==> src/rtl/lsu.sv <==
// ============================================================================
//  Module      : lsu
//  Description : Load/store unit. Splits 16/32/64-bit accesses into 16-bit
//                Wishbone beats, highest address first, and assembles the
//                acknowledged read data into a zero-extended 64-bit result.
//                With nomem_i set, the address operand is passed straight to
//                writeback.
//  Revision    : 1.0 - initial release
// ============================================================================
`timescale 1ns/1ps
`default_nettype none

module lsu (
    input  logic        clk_i,
    input  logic        reset_i,
    input  logic [63:0] addr_i,
    input  logic [63:0] dat_i,
    input  logic        we_i,
    input  logic        nomem_i,
    input  logic        hword_i,
    input  logic        word_i,
    input  logic        dword_i,
    output logic        busy_o,
    output logic        rwe_o,
    output logic [63:0] dat_o,
    output logic [63:0] wbmadr_o,
    output logic [15:0] wbmdat_o,
    output logic        wbmwe_o,
    output logic        wbmstb_o,
    input  logic        wbmack_i,
    input  logic [15:0] wbmdat_i
);

    typedef enum logic [0:0] {
        S_IDLE = 1'b0,
        S_BUSY = 1'b1
    } state_t;

    state_t      state_q,  state_d;
    logic        rwe_q,    rwe_d;
    logic [63:0] dat_q,    dat_d;
    logic [63:0] adr_q,    adr_d;
    logic [15:0] wdat_q,   wdat_d;
    logic        we_q,     we_d;
    logic        stb_q,    stb_d;
    logic [63:0] base_q,   base_d;    // latched effective address
    logic [63:0] store_q,  store_d;   // latched store data
    logic [1:0]  beat_q,   beat_d;    // index of the beat currently on the bus
    logic [2:0]  acks_q,   acks_d;    // acknowledges still outstanding

    logic        w_start;
    logic [1:0]  w_top_beat;
    logic [1:0]  w_next_beat;

    // Size decode: dword wins over word, word over hword; top beat is N-1.
    assign w_start     = hword_i | word_i | dword_i;
    assign w_top_beat  = dword_i ? 2'd3 : (word_i ? 2'd1 : 2'd0);
    assign w_next_beat = beat_q - 2'd1;

    // Every output is a flop; busy is simply the state register.
    assign busy_o   = (state_q == S_BUSY);
    assign rwe_o    = rwe_q;
    assign dat_o    = dat_q;
    assign wbmadr_o = adr_q;
    assign wbmdat_o = wdat_q;
    assign wbmwe_o  = we_q;
    assign wbmstb_o = stb_q;

    // Next-state logic: idle pass-through / start, then request and ack tracking.
    always_comb begin
        state_d = state_q;
        rwe_d   = rwe_q;
        dat_d   = dat_q;
        adr_d   = adr_q;
        wdat_d  = wdat_q;
        we_d    = we_q;
        stb_d   = stb_q;
        base_d  = base_q;
        store_d = store_q;
        beat_d  = beat_q;
        acks_d  = acks_q;

        case (state_q)
            S_IDLE: begin
                if (nomem_i) begin
                    dat_d = addr_i;
                    rwe_d = 1'b1;
                end else if (w_start) begin
                    // The first beat goes out together with busy on this edge.
                    state_d = S_BUSY;
                    base_d  = addr_i;
                    store_d = dat_i;
                    we_d    = we_i;
                    dat_d   = 64'd0;
                    rwe_d   = 1'b0;
                    stb_d   = 1'b1;
                    beat_d  = w_top_beat;
                    adr_d   = addr_i + {61'd0, w_top_beat, 1'b0};
                    wdat_d  = dat_i[{w_top_beat, 4'b0000} +: 16];
                    acks_d  = {1'b0, w_top_beat} + 3'd1;
                end else begin
                    rwe_d = 1'b0;
                end
            end

            S_BUSY: begin
                rwe_d = 1'b0;
                // Step down through the beats; after beat 0 the bus address/data hold.
                if (stb_q) begin
                    if (beat_q == 2'd0) begin
                        stb_d = 1'b0;
                    end else begin
                        beat_d = w_next_beat;
                        adr_d  = base_q + {61'd0, w_next_beat, 1'b0};
                        wdat_d = store_q[{w_next_beat, 4'b0000} +: 16];
                    end
                end
                // Acks may arrive while strobes are still going out.
                if (wbmack_i) begin
                    dat_d  = {dat_q[47:0], wbmdat_i};
                    acks_d = acks_q - 3'd1;
                    if (acks_q == 3'd1) begin
                        state_d = S_IDLE;
                        rwe_d   = ~we_q;
                        stb_d   = 1'b0;
                    end
                end
            end

            default: state_d = S_IDLE;
        endcase
    end

    // State register with synchronous reset that also abandons any transfer.
    always_ff @(posedge clk_i) begin
        if (reset_i) begin
            state_q <= S_IDLE;
            rwe_q   <= 1'b0;
            dat_q   <= 64'd0;
            adr_q   <= 64'd0;
            wdat_q  <= 16'd0;
            we_q    <= 1'b0;
            stb_q   <= 1'b0;
            base_q  <= 64'd0;
            store_q <= 64'd0;
            beat_q  <= 2'd0;
            acks_q  <= 3'd0;
        end else begin
            state_q <= state_d;
            rwe_q   <= rwe_d;
            dat_q   <= dat_d;
            adr_q   <= adr_d;
            wdat_q  <= wdat_d;
            we_q    <= we_d;
            stb_q   <= stb_d;
            base_q  <= base_d;
            store_q <= store_d;
            beat_q  <= beat_d;
            acks_q  <= acks_d;
        end
    end

endmodule

`default_nettype wire

==> config.mk <==
export PLATFORM = sky130hd
export DESIGN_NAME = lsu
export DESIGN_NICKNAME = d
export VERILOG_FILES = /design/src/rtl/lsu.sv
export SDC_FILE = /design/constraint.sdc
export NUM_CORES = 1
export LEC_CHECK = 0
export CAP_MARGIN = 20
export CELL_PAD_IN_SITES_DETAIL_PLACEMENT = 1
export CELL_PAD_IN_SITES_GLOBAL_PLACEMENT = 2
export CORE_ASPECT_RATIO = 1.2
export CORE_UTILIZATION = 29
export CTS_CLUSTER_SIZE = 10
export DETAILED_ROUTE_END_ITERATION = 10
export PLACE_DENSITY = 0.85
export REMOVE_ABC_BUFFERS = 1
export SLEW_MARGIN = 20
export SYNTH_ARGS = -nofsm -noshare
export SYNTH_HDL_FRONTEND = slang
export SYNTH_SLANG_ARGS = --single-unit
==> constraint.sdc <==
create_clock -name clk_i -period 5.73 [get_ports clk_i]
set_input_delay 0.573 -clock clk_i [delete_from_list [all_inputs] [get_ports clk_i]]
set_output_delay 0.573 -clock clk_i [all_outputs]
set_load 0.01 [all_outputs]
==> results by stage, run 1 <==
Yosys:
- Summing the areas of all xor and xnor instances in the mapped netlist gives 5.838% of the synthesized area.
- The synthesized netlist devotes 25.53% of its cell area to simple gates.
- After synthesis, the cell types taking the most area are sky130_fd_sc_hd__dfxtp_1 39%, sky130_fd_sc_hd__nand2_1 11%, sky130_fd_sc_hd__a21oi_1 8.2%.
- In the synthesized netlist, the number of instances is 1925.
- The mapped cell area is 14400 µm².
- For this run, the register share of the synthesized area comes to 39.06%.
- Counting flops with a built-in enable in the synthesized netlist gives 0.
- Ranked by instance count, the synthesized netlist is headed by 419 x sky130_fd_sc_hd__nand2_1, 281 x sky130_fd_sc_hd__dfxtp_1, 235 x sky130_fd_sc_hd__a21oi_1, 230 x sky130_fd_sc_hd__nor2_1, 140 x sky130_fd_sc_hd__clkbuf_1.
- Summing the areas of all compound-gate instances in the mapped netlist gives 19.50% of the synthesized area.
- The synthesized netlist devotes 0.8862% of its cell area to adder and majority cells.
- The share of flip-flops with an asynchronous set or reset is 0%.
- The combinational family with the most area after synthesis is simple AND/OR/NAND/NOR gates.
- Yosys mapped the design onto 59 distinct sky130hd cell types.
- The portion of synthesized area spent on multiplexers is 4.605%.
- In this run, synthesis produced a sequential element count of 281.
- The proportion of netlist area held by the largest area contributor is 39.06%.
- Of all cell types, the one taking the most synthesized area is sky130_fd_sc_hd__dfxtp_1.
- The most repeated cell in the gate-level netlist after synthesis is sky130_fd_sc_hd__nand2_1.
- Yosys printed 0 warnings.
- The commonest register cell after synthesis is sky130_fd_sc_hd__dfxtp_1.
- The average instance area after synthesis is 7.481 µm².

Worst setup path:
- The number of buffers and inverters on the critical path is 3.
- The critical setup path kind is flip-flop to flip-flop.
- Along the worst path, the maximum fanout reaches 18.
- The critical path endpoint category is a flip-flop.
- Walking the worst path, the cells encountered are buf_4 > inv_1 > ha_1 > inv_1 > ha_1 > a21o_1 > nand2b_1 > nor3_2 > nand4_1 > xor2_1 > a2111oi_2.
- On the critical path, the stage with the largest delay is an instance of sky130_fd_sc_hd__nor3_2.
- The delay contributed by the slowest stage of the critical path is 0.88 ns.
- Data on the critical path is required at its endpoint by 6.16 ns.
- For the worst flop-to-flop path, the logic depth is 11.
- The kind of start point of the critical path is a flip-flop.
- The critical path crosses 11 cells after its start point.
- The cell family contributing the most delay on the critical path is simple AND/OR/NAND/NOR gates.
- The data arrival time of the critical path is 4.26 ns.

Place:
- After detailed placement, the design holds a cell count of 2732.
- The final weighted congestion in routability-driven placement is 0.8804.
- Summed over all nets, the half-perimeter wirelength after detailed placement is 43.27 mm.
- The count of buffers inserted at the top-level ports is 299.
- At the placement stage, the worst setup path has a slack of 1.561 ns.

STA:
- The number of endpoints with negative hold slack in the final report is 0.
- The worst path setup slack after routing is 1.903 ns.
- Setup violations remaining at the end of the flow were counted as 0.
- The clock period minus worst slack is 3.827 ns.
- The relative slew slack is 24.94%.
- Setup repair after global routing left no endpoint under its margin.
- Between clock sinks in the finished design, the worst skew comes to 0.02984 ns.
- Static timing analysis puts the maximum clock frequency at 261.3 MHz.
- The final-report max-slew violation count was 0.
- The slew of the pin with the lowest slew margin is 1.126 ns.
- Of the available clock period, the critical path in the final layout requires 66.79%.

Worst hold path:
- The class of the most critical hold timing path is flip-flop to flip-flop.
- The worst hold path was traced through 2 stages.

Layout:
- The count of non-filler cells in the finished layout is 2787.
- The layout filler cell count is 5917.
- The number of antenna diodes in the final layout is 0.
- The multi-input combinational cell area is 8168 µm².
- The count of nets after finishing is 2294.
- In the final layout, flip-flops and latches occupy 5629 µm².
- The proportion of layout cells with a drive suffix above 1 is 5.070%.
- The post-route core utilization is 38.52%.
- Relative to the synthesized area, the layout overhead comes to 31.35%.

Power and ir drop:
- The total power draw is 5.434 mW.
- In this run the static leakage power is 6.673 nW.
- Across the VDD grid, the largest voltage drop is 188.0 µV.
- For this design the ratio of total power to cell area is 287.3 nW/µm².

Routing:
- The DRC marker count from the first detailed-route iteration is 702.
- The post-detailed-route via-to-cell ratio is 5.354.
- In this run the remaining antenna-violating nets after routing total 0.
- Wires add up to 60.37 mm.
- The remaining design rule violation count is 0.
- The first detailed-routing pass ran for 6 iterations.
- For this block, the via count after detailed routing is 14921.
- Dividing the detail-routed wire length by the instance count gives 21.66 µm.

Floorplanning:
- The floorplan step set the die width to 205.4 µm.
- During I/O placement, the number of pins put on the boundary was 300.
- Row generation in the floorplan step produced 89 rows.
- The placeable core region is 49110 µm².
- The die outline height is 246.1 µm.
- The initial utilization of the core area, before any placement, comes to 29.33%.
- The area enclosed by the die boundary is 50560 µm².

Clock tree:
- The number of gates resized after cts is 0.
- The tree is rooted in a sky130_fd_sc_hd__clkbuf_16.
- The post-CTS setup buffer count is 0.
- Clock tree synthesis inserted a total of 36 buffers.
- Clock tree synthesis found a total of 281 sinks.
- The depth of the CTS H-tree is 2.
- The source-to-sink clock delay at the later pin of the worst-skew pair is 0.55 ns.
- For this design, the CTS-stage hold fixing added 0 buffers.
- The clock tree from TritonCTS is yes.
- The clock-pin slew on the worst setup and hold paths is 0.06 ns.
- The clock passes through at most 3 buffers.

Job:
- The number of max-cap violations is 0.

Global routing:
- For this run, the total global-route usage over all layers was measured as 23.74%.
- The initial antenna violation count is 0.
- The number of global-route vias before repair is 15264.
- Summed over all layers, the global routing overflow is 0.
- The first global-routing pass estimated 92.03 mm of wire.
- The maximum number of pins on one net before global-route repair is 103.

Outcome:
- The run finished with clean final reports.
-- through the flow --
step | area (µm²) | hold WS, ns | TNS [ns]
detailed placement | 17860 | 0.4462 | 0
global placement | 17860 | 0.4390 | 0
CTS | 18910 | 0.4535 | 0
global route | 18920 | 0.4696 | 0
finish | 18920 | 0.4515 | 0
floorplan | 13820 | 0.4271 | -617.68
-- power breakdown --
part | switching [mW] | internal, mW | leakage (nW) | total [mW]
clock | 0.892 | 1.23 | 0.515 | 2.13
combinational | 0.574 | 0.468 | 3.85 | 1.04
sequential | 0.153 | 2.11 | 2.31 | 2.26
total | 1.62 | 3.81 | 6.67 | 5.43
-- metal layers --
layer / wire [µm] / share of wire [%] / global-route usage (%) / up-vias
met5: 0 / 0 / 0 / -
met3: 3609 / 6.0 / 4.405 / 106
met1: 25000 / 41 / 28.62 / 7272
li1: - / - / - / 7103
met2: 29620 / 49 / 41.41 / 440
met4: 2138 / 3.5 / 9.085 / 0
-- state kept, by name, indices dropped and copies added (netlist names) --
| signal | count |
|---|---|
| dat_o | 64 |
| wbmstb_o | 1 |
| beat_q | 2 |
| wbmadr_o | 64 |
| busy_o | 1 |
| store_q | 64 |
| base_q | 64 |
| wbmdat_o | 16 |
| rwe_o | 1 |
| wbmwe_o | 1 |
| acks_q | 3 |
-- cell families (layout without fill, tap and decap cells) --
family,count (synthesis),count (layout)
fa+ha+maj,9,9
mux,46,46
flops,281,281
compound gates,463,463
xor+xnor,96,96
simple gates,855,855
buf+inv,175,400
-- final cells by class --
| class | count | share of cell area (%) |
|---|---|---|
| inverters | 20 | 0.3969 |
| clock buffers | 52 | 5.457 |
| clock inverters | 3 | 0.07938 |
| repair buffers | 325 | 16.91 |
| multi-input cells | 1469 | 43.18 |
| well taps | 637 | 4.214 |
| flip-flops and latches | 281 | 29.76 |
-- placed cells by master, fill, tap and decap left out, types with 4 or more instances in the layout --
master	netlist	routed
sky130_fd_sc_hd__nand2_1	419	419
sky130_fd_sc_hd__clkdlybuf4s50_1	0	297
sky130_fd_sc_hd__dfxtp_1	281	280
sky130_fd_sc_hd__a21oi_1	235	234
sky130_fd_sc_hd__nor2_1	230	228
sky130_fd_sc_hd__a211oi_1	79	79
sky130_fd_sc_hd__nand3_1	56	56
sky130_fd_sc_hd__o21ai_0	52	51
sky130_fd_sc_hd__xnor2_1	49	49
sky130_fd_sc_hd__xor2_1	47	47
sky130_fd_sc_hd__clkbuf_16	0	37
sky130_fd_sc_hd__nand4_1	36	36
sky130_fd_sc_hd__o211ai_1	29	29
sky130_fd_sc_hd__mux2i_1	28	28
sky130_fd_sc_hd__nor3_1	26	26
sky130_fd_sc_hd__nor4_1	27	25
sky130_fd_sc_hd__buf_4	0	25
sky130_fd_sc_hd__inv_1	20	20
sky130_fd_sc_hd__a22oi_1	17	17
sky130_fd_sc_hd__mux4_2	16	16
sky130_fd_sc_hd__and3_1	12	12
sky130_fd_sc_hd__or3_1	11	11
sky130_fd_sc_hd__clkbuf_1	140	10
sky130_fd_sc_hd__or4_1	8	8
sky130_fd_sc_hd__and4_1	7	7
sky130_fd_sc_hd__ha_1	7	7
sky130_fd_sc_hd__o22ai_1	6	6
sky130_fd_sc_hd__clkbuf_8	0	6
sky130_fd_sc_hd__o31ai_1	5	5
sky130_fd_sc_hd__a21o_1	4	4
sky130_fd_sc_hd__o221ai_1	4	4
sky130_fd_sc_hd__a221o_1	4	4
sky130_fd_sc_hd__a32oi_1	4	4
sky130_fd_sc_hd__o31a_1	4	4
-- worst min-delay path: stages (launching register included) --
cell,delay [ns]
sky130_fd_sc_hd__dfxtp_1,0.30
sky130_fd_sc_hd__nand2_1,0.05
sky130_fd_sc_hd__a21oi_1,0.05
-- path summary, 6_finish.rpt --
| path | startpoint | endpoint | slack [ns] |
|---|---|---|---|
| max | beat_q[0] | wbmadr_o[48] | 1.90 |
| min | store_q[22] | store_q[22] | 0.45 |
| max reg2reg | beat_q[0] | wbmadr_o[48] | 1.90 |
| min reg2reg | store_q[22] | store_q[22] | 0.45 |
(Power assumes the default switching activity.)
==> run 2, diff against run 1 <==
==> constraint.sdc (replaced) <==
create_clock -name clk_i -period 3.7 [get_ports clk_i]
set_input_delay 0.37 -clock clk_i [delete_from_list [all_inputs] [get_ports clk_i]]
set_output_delay 0.37 -clock clk_i [all_outputs]
set_load 0.01 [all_outputs]
==> run 2 against run 1 <==
Against the previous run:
- highest routed layer is now met5
- hold slack got worse by 0.14 ns
- first-iteration DRC count increased by 21%
- global-route usage rose by 0.40 points
- flip-flop and latch count stayed put
- maximum frequency increased by 23%
- sequential share of layout area shrank 0.44 points
- critical path depth down 1
- core utilization is 0.57 points higher
==> results by stage, run 2 (synthesis gave the netlist of run 1 again) <==
Global routing:
- The total global-route track usage is 24.14%.
- The first global-routing pass estimated 93.05 mm of wire.
- Entering global routing, the biggest net connects 185 pins.
- After global routing the overflow that remains totals 0.
- The number of global-route vias before repair is 15395.
- The initial antenna violation count is 5.

Layout:
- In the layout the commonest cells are 419 x sky130_fd_sc_hd__nand2_1, 297 x sky130_fd_sc_hd__clkdlybuf4s50_1, 280 x sky130_fd_sc_hd__dfxtp_1.
- The layout filler cell count is 5912.
- Leaving out filler cells and counting taps, the final layout contains 2819.
- The proportion of layout cells with a drive suffix above 1 is 6.508%.
- The post-route core utilization is 39.09%.
- The layout overhead on the synthesized area is 33.30%.
- Leaving out fill and tap cells, the most frequent cell in the layout is sky130_fd_sc_hd__nand2_1.
- The count of nets after finishing is 2328.
- The number of diodes added for antenna fixing is 0.

Power and ir drop:
- For this design the static power due to leakage is 6.843 nW.
- The share of total power dissipated in sequential elements is 41.3%.
- Power spread over the standard cell area amounts to 438.9 nW/µm².
- The fraction of power consumed by combinational cells is 19.8%.
- The clock share of power is 38.8%.
- Across the VDD grid, the largest voltage drop is 334.8 µV.
- Internal power comes to 5.921 mW.
- Net switching is 29.74% of the power.
- The net switching component of the power is 2.506 mW.

Worst setup path:
- The length in cells of the worst reg-to-reg path is 10.
- Walking the worst path, the cells encountered are inv_1 > ha_1 > inv_1 > fa_1 > and4_1 > nand4_1 > or4_1 > o21ai_0 > a21oi_1 > a221o_2.
- Along the worst path, the maximum fanout reaches 7.
- STA classifies the critical path startpoint as a flip-flop.
- The largest individual stage delay along the critical path comes from the cell sky130_fd_sc_hd__or4_1.
- The most critical setup path has its startpoint at beat_q[0].
- The data arrival time of the critical path is 3.54 ns.
- The worst setup path is of the flip-flop to flip-flop kind.
- The startpoint identified for the worst register-to-register timing path is beat_q[0].
- The required time of the critical path is 4.13 ns.
- The worst register-to-register path has a setup slack of 0.59 ns.
- The critical path endpoint category is a flip-flop.
- The delay contributed by the slowest stage of the critical path is 0.74 ns.
- The cell seen most often among critical-path stages is sky130_fd_sc_hd__inv_1.
- The end of the worst register-to-register path is wbmadr_o[59].

STA:
- The relative slew slack is 33.70%.
- The final count of negative-setup-slack endpoints is 0.
- The peak clock frequency supported by timing is 321.4 MHz.
- The portion of the clock cycle consumed by the worst path in the final layout is 84.10%.
- The worst path setup slack after routing is 0.5883 ns.
- At the pin with the least slew margin, the transition time is 0.9908 ns.
- Setup repair after global routing left no endpoint under its margin.
- The clock period minus worst slack is 3.112 ns.
- In the final timing run, aggregate negative setup slack is 0 ns.
- The number of endpoints with negative hold slack in the final report is 0.
- The final-report max-slew violation count is 0.
- The maximum clock skew at final layout is 0.01202 ns.

Place:
- After legalization and detailed placement, the total HPWL measured 43.94 mm.
- Counting tap cells, the placed design contains a total of 2766 instances.
- The final weighted congestion in routability-driven placement is 0.8883.
- Input and output buffers added on the ports amount to 299.
- At the placement stage, the worst setup path has a slack of 0.2071 ns.

Routing:
- In this run, the number of DRC markers left after iteration 0 of detailed routing was 847.
- The number of nets with antenna violations after routing is 0.
- For this block, the routed nets add up to 61.78 mm of wire.
- Before antenna repair, the detailed router went through 5 iterations.
- The remaining design rule violation count is 0.
- The post-detailed-route via-to-cell ratio is 5.365.
- Dividing the detail-routed wire length by the instance count gives 21.92 µm.
- The via total after detailed routing is 15125.

Clock tree:
- The number of gates resized after cts is 0.
- CTS saw 281 sinks.
- After clock tree synthesis, the clock-pin slew on the worst setup and hold paths is 0.06 ns.
- The post-CTS setup buffer count is 0.
- The H-tree was split into 2 levels.
- In this run, CTS created clock tree buffers numbering 36.
- The root buffer cell is sky130_fd_sc_hd__clkbuf_16.
- At the later pin of the worst-skew pair, clock insertion delay measures 0.55 ns.
- The number of buffers on the longest clock path is 3.
- The number of hold buffers added after CTS was 0.
- The clock tree from TritonCTS is yes.

Floorplanning:
- 300 I/O pins were placed.
- The number of rows created at floorplan is 89.
- The die covers 50560 µm².
- Measured along the x axis, the die boundary spans 205.4 µm.
- From bottom edge to top edge, the die measures 246.1 µm.
- The initial utilization of the core area, before any placement, comes to 29.33%.
- In this run the standard cell core region covers 49110 µm².

Worst hold path:
- The path class of the tightest hold or removal check is input port to flip-flop.
- The worst hold endpoint is wbmstb_o.
- The worst hold path passes through 2 cells.
- The critical hold path startpoint is reset_i.

Outcome:
- The flow ran to the end, and the final reports show no timing, DRC or antenna violations.

Job:
- The number of max-cap violations is 0.
## run 2: how the worst max path moves through the flow
stage,to
global placement,wbmadr_o[52]
finish,wbmadr_o[59]
floorplan,dat_o[0]
CTS,wbmadr_o[63]
global route,wbmadr_o[63]
detailed placement,wbmadr_o[59]
## run 2: metrics by stage
stage | total power, mW | instance area [µm²] | hold WS, ns
finish | 8.426 | 19200 | 0.3136
global route | 8.798 | 19200 | 0.3265
CTS | 8.549 | 19200 | 0.2953
detailed placement | 5.237 | 18150 | 0.4470
global placement | 5.191 | 18150 | 0.4384
floorplan | 4.277 | 13820 | 0.4271
## run 2: critical path, delay by kind of cell, from the launching register on
kind	cells	cell delay, ns
fa+ha+maj	2	0.60
compound gates	3	0.62
buf+inv	2	0.19
flops	1	0.33
simple gates	3	1.24
## run 2: power by group through the flow
stage	sequential, mW	combinational [mW]	clock [mW]
CTS	3.49	1.69	3.37
detailed placement	3.55	1.69	0
finish	3.48	1.67	3.27
global route	3.51	1.82	3.47
global placement	3.54	1.65	0
floorplan	3.58	0.695	0
## run 2: cell type report
| class | count | area [µm²] | share of cell area (%) |
|---|---|---|---|
| repair buffers | 359 | 3492 | 18.19 |
| clock buffers | 50 | 1025 | 5.338 |
| multi-input cells | 1469 | 8162 | 42.51 |
| inverters | 20 | 75.07 | 0.3911 |
| clock inverters | 3 | 17.52 | 0.09125 |
| well taps | 637 | 797.0 | 4.152 |
| flip-flops and latches | 281 | 5629 | 29.32 |
## run 2: layer usage
layer  track usage [%]  part of all wire (%)
met1             27.99                    41
met2             43.05                    50
met3             5.198                   6.2
met4             8.889                   3.2
met5                 0                  0.11
==> run 3, diff against run 2 <==
--- a/config.mk
+++ b/config.mk
@@ -9,10 +9,10 @@
 export CELL_PAD_IN_SITES_DETAIL_PLACEMENT = 1
 export CELL_PAD_IN_SITES_GLOBAL_PLACEMENT = 2
 export CORE_ASPECT_RATIO = 1.2
-export CORE_UTILIZATION = 29
+export CORE_UTILIZATION = 26
 export CTS_CLUSTER_SIZE = 10
 export DETAILED_ROUTE_END_ITERATION = 10
-export PLACE_DENSITY = 0.85
+export PLACE_DENSITY = 0.81
 export REMOVE_ABC_BUFFERS = 1
 export SLEW_MARGIN = 20
 export SYNTH_ARGS = -nofsm -noshare
==> constraint.sdc (replaced) <==
create_clock -name clk_i -period 2.5 [get_ports clk_i]
set_input_delay 0.25 -clock clk_i [delete_from_list [all_inputs] [get_ports clk_i]]
set_output_delay 0.25 -clock clk_i [all_outputs]
set_load 0.01 [all_outputs]
==> run 3 against run 2 <==
Against the previous run:
- cell count is 9.7% higher
- clock skew increased by 0.0089 ns
- largest power group unchanged
- via count grew 5.3%
- final area increased by 10%
- count of clock-buffer cells in the layout up 5
- register-to-register slack got worse by 0.57 ns
- core utilization fell by 0.57 points
- non-clock buffer count is 183 higher
- combinational power grew 66%
- routed wire length rose by 6.1%
- flip-flop and latch count stayed put
- largest cell class unchanged
- critical endpoint unchanged
==> results by stage, run 3 (synthesis gave the netlist of run 1 again) <==
Clock tree:
- The number of buffers on the longest clock path is 3.
- The root buffer cell is sky130_fd_sc_hd__clkbuf_16.
- Clock-pin slew was measured on the worst setup and hold paths at 0.06 ns.
- The depth of the CTS H-tree is 2.
- Clock tree synthesis inserted a total of 37 buffers.
- TritonCTS built the clock tree.
- The source-to-sink clock delay at the later pin of the worst-skew pair is 0.55 ns.
- The number of clock sinks is 281.

Floorplanning:
- 300 I/O pins were placed.
- For this configuration, the core starts out at a cell density of 26.28%.
- The number of rows created at floorplan is 94.
- The die is 259.8 µm tall.
- The placeable core region is 54810 µm².
- The area enclosed by the die boundary is 56340 µm².
- The die width is 216.8 µm.

Routing:
- The detailed router finished its first iteration with 766 violations.
- The detailed router placed 15930 vias in this run.
- The routed wire length is 65.53 mm.
- The number of nets with antenna violations after routing is 0.
- In the routed design, unresolved DRC markers number 0.
- The post-detailed-route via-to-cell ratio is 5.152.
- Dividing the detail-routed wire length by the instance count gives 21.19 µm.
- The first TritonRoute pass finished after 4 iterations.

STA:
- The final-report max-slew violation count is 0.
- Of the available clock period, the critical path in the final layout requires 99.34%.
- The peak clock frequency supported by timing is 402.7 MHz.
- The final count of negative-setup-slack endpoints is 0.
- Between clock sinks in the finished design, the worst skew comes to 0.02090 ns.
- Setup repair after global routing could not meet its margin everywhere.
- The number of endpoints with negative hold slack in the final report is 0.
- The worst pin sits at a relative slew slack of 50.93%.
- Hold is met by 0.2566 ns.
- For the pin with the worst max-slew slack, the measured transition is 0.7360 ns.
- After layout, the minimum clock period comes to 2.483 ns.

Global routing:
- The initial antenna violation count is 5.
- Summed over all layers, the global routing overflow is 0.
- The first global-routing pass estimated 99.73 mm of wire.
- Entering global routing, the biggest net connects 120 pins.
- The number of global-route vias before repair is 16646.
- The total global-route track usage is 22.97%.

Worst setup path:
- Data arrives at the worst endpoint at 2.97 ns.
- The critical path endpoint category is a flip-flop.
- The largest individual stage delay along the critical path comes from the cell sky130_fd_sc_hd__or4_4.
- The delay contributed by the slowest stage of the critical path is 0.55 ns.
- The critical path goes through inv_2 > ha_4 > inv_4 > fa_2 > and4_4 > nand4_1 > or4_4 > or3_4 > a21oi_2 > a221o_2.
- The critical setup path kind is flip-flop to flip-flop.
- The kind of start point of the critical path is a flip-flop.
- The required time of the critical path is 2.99 ns.
- Of all nets on the critical path, the largest fanout is 7.

Power and ir drop:
- Summed over all cells, the static leakage comes to 7.893 nW.
- The worst voltage drop across the vdd grid is 485.1 µV.
- Power spread over the standard cell area amounts to 609.6 nW/µm².
- The total power draw is 12.87 mW.

Layout:
- The layout filler cell count is 6624.
- Summing all flip-flop and latch instances after layout gives 5632 µm².
- The library cell used most frequently in the layout, excluding fill and tap cells, is sky130_fd_sc_hd__nand2_1.
- Cells with a size suffix above 1 make up 15.56% of the layout.
- The area growth from synthesis to layout is 46.62%.
- The library cells used most frequently in the layout, excluding fill and tap cells, are 419 x sky130_fd_sc_hd__nand2_1, 296 x sky130_fd_sc_hd__clkdlybuf4s50_1, 278 x sky130_fd_sc_hd__dfxtp_1.
- After the last flow step, the layout net total stands at 2512.
- The post-route core utilization is 38.53%.
- In the final layout, the multi-input gates occupy 8421 µm².

Place:
- The count of buffers inserted at the top-level ports is 299.
- At the end of routability-driven placement, the weighted congestion stood at 0.9321.
- The HPWL after detailed placement is 48.69 mm.

Job:
- The number of max-cap violations is 0.

Outcome:
- The run finished with clean final reports.

Worst hold path:
- The path class of the tightest hold or removal check is input port to flip-flop.
-- run 3: final timing paths --
check | from | end | slack [ns] | depth (start not counted)
setup / recovery | beat_q[1] | wbmadr_o[59] | 0.02 | 10
hold reg to reg | store_q[2] | store_q[2] | 0.45 | 2
setup reg to reg | beat_q[1] | wbmadr_o[59] | 0.02 | 10
hold / removal | dat_i[47] | store_q[47] | 0.26 | 3
-- run 3: timing repair --
action / 4_1_cts / 5_1_grt
buffers inserted: 8 / 7
gates resized for setup: 38 / 27
pin swaps: 21 / 16
hold buffers: 1 / 0
endpoints found under the setup margin: 45 / 34
gates cloned: 0 / 0
hold endpoints to repair: 7 / 0
-- run 3: where the power goes --
group / switching, mW / leakage [nW] / internal, mW
Combinational: 1.47 / 5.06 / 1.31
Sequential: 0.292 / 2.31 / 4.84
Clock: 2.10 / 0.524 / 2.86
-- run 3: layer usage --
| layer | vias up | track usage (%) | share of wire (%) |
|---|---|---|---|
| li1 | 7548 | - | - |
| met1 | 7783 | 26.59 | 40 |
| met2 | 465 | 41.10 | 50 |
| met3 | 126 | 4.632 | 6.0 |
| met4 | 8 | 9.233 | 3.8 |
| met5 | - | 0 | 0.084 |
-- run 3: final cells by class --
class                      count  share of cell area, %
timing repair buffer         542                  23.75
inverter                      20                 0.3674
multi-input combinational   1469                  39.88
clock buffer                  55                  4.942
tap                          720                  4.266
antenna                        1                0.01185
sequential                   281                  26.67
clock inverter                 4                 0.1126
-- run 3: through the flow --
| step | instances | worst slack, ns | TNS (ns) | instance area, µm² |
|---|---|---|---|---|
| floorplan | 1770 | -6.618 | -1524.16 | 13820 |
| global placement | 3019 | -0.6787 | -21.22 | 19660 |
| detailed placement | 3019 | -0.7375 | -27.65 | 19660 |
| CTS | 3086 | 0.003082 | 0 | 20960 |
| global route | 3091 | -0.07600 | -0.3539 | 21110 |
| finish | 3092 | 0.01655 | 0 | 21120 |
-- run 3: critical path, delay by kind of cell, from the launching register on --
| family | cells | cell delay [ns] |
|---|---|---|
| compound gates | 2 | 0.25 |
| flops | 1 | 0.33 |
| fa+ha+maj | 2 | 0.47 |
| buf+inv | 2 | 0.10 |
| simple gates | 4 | 1.28 |
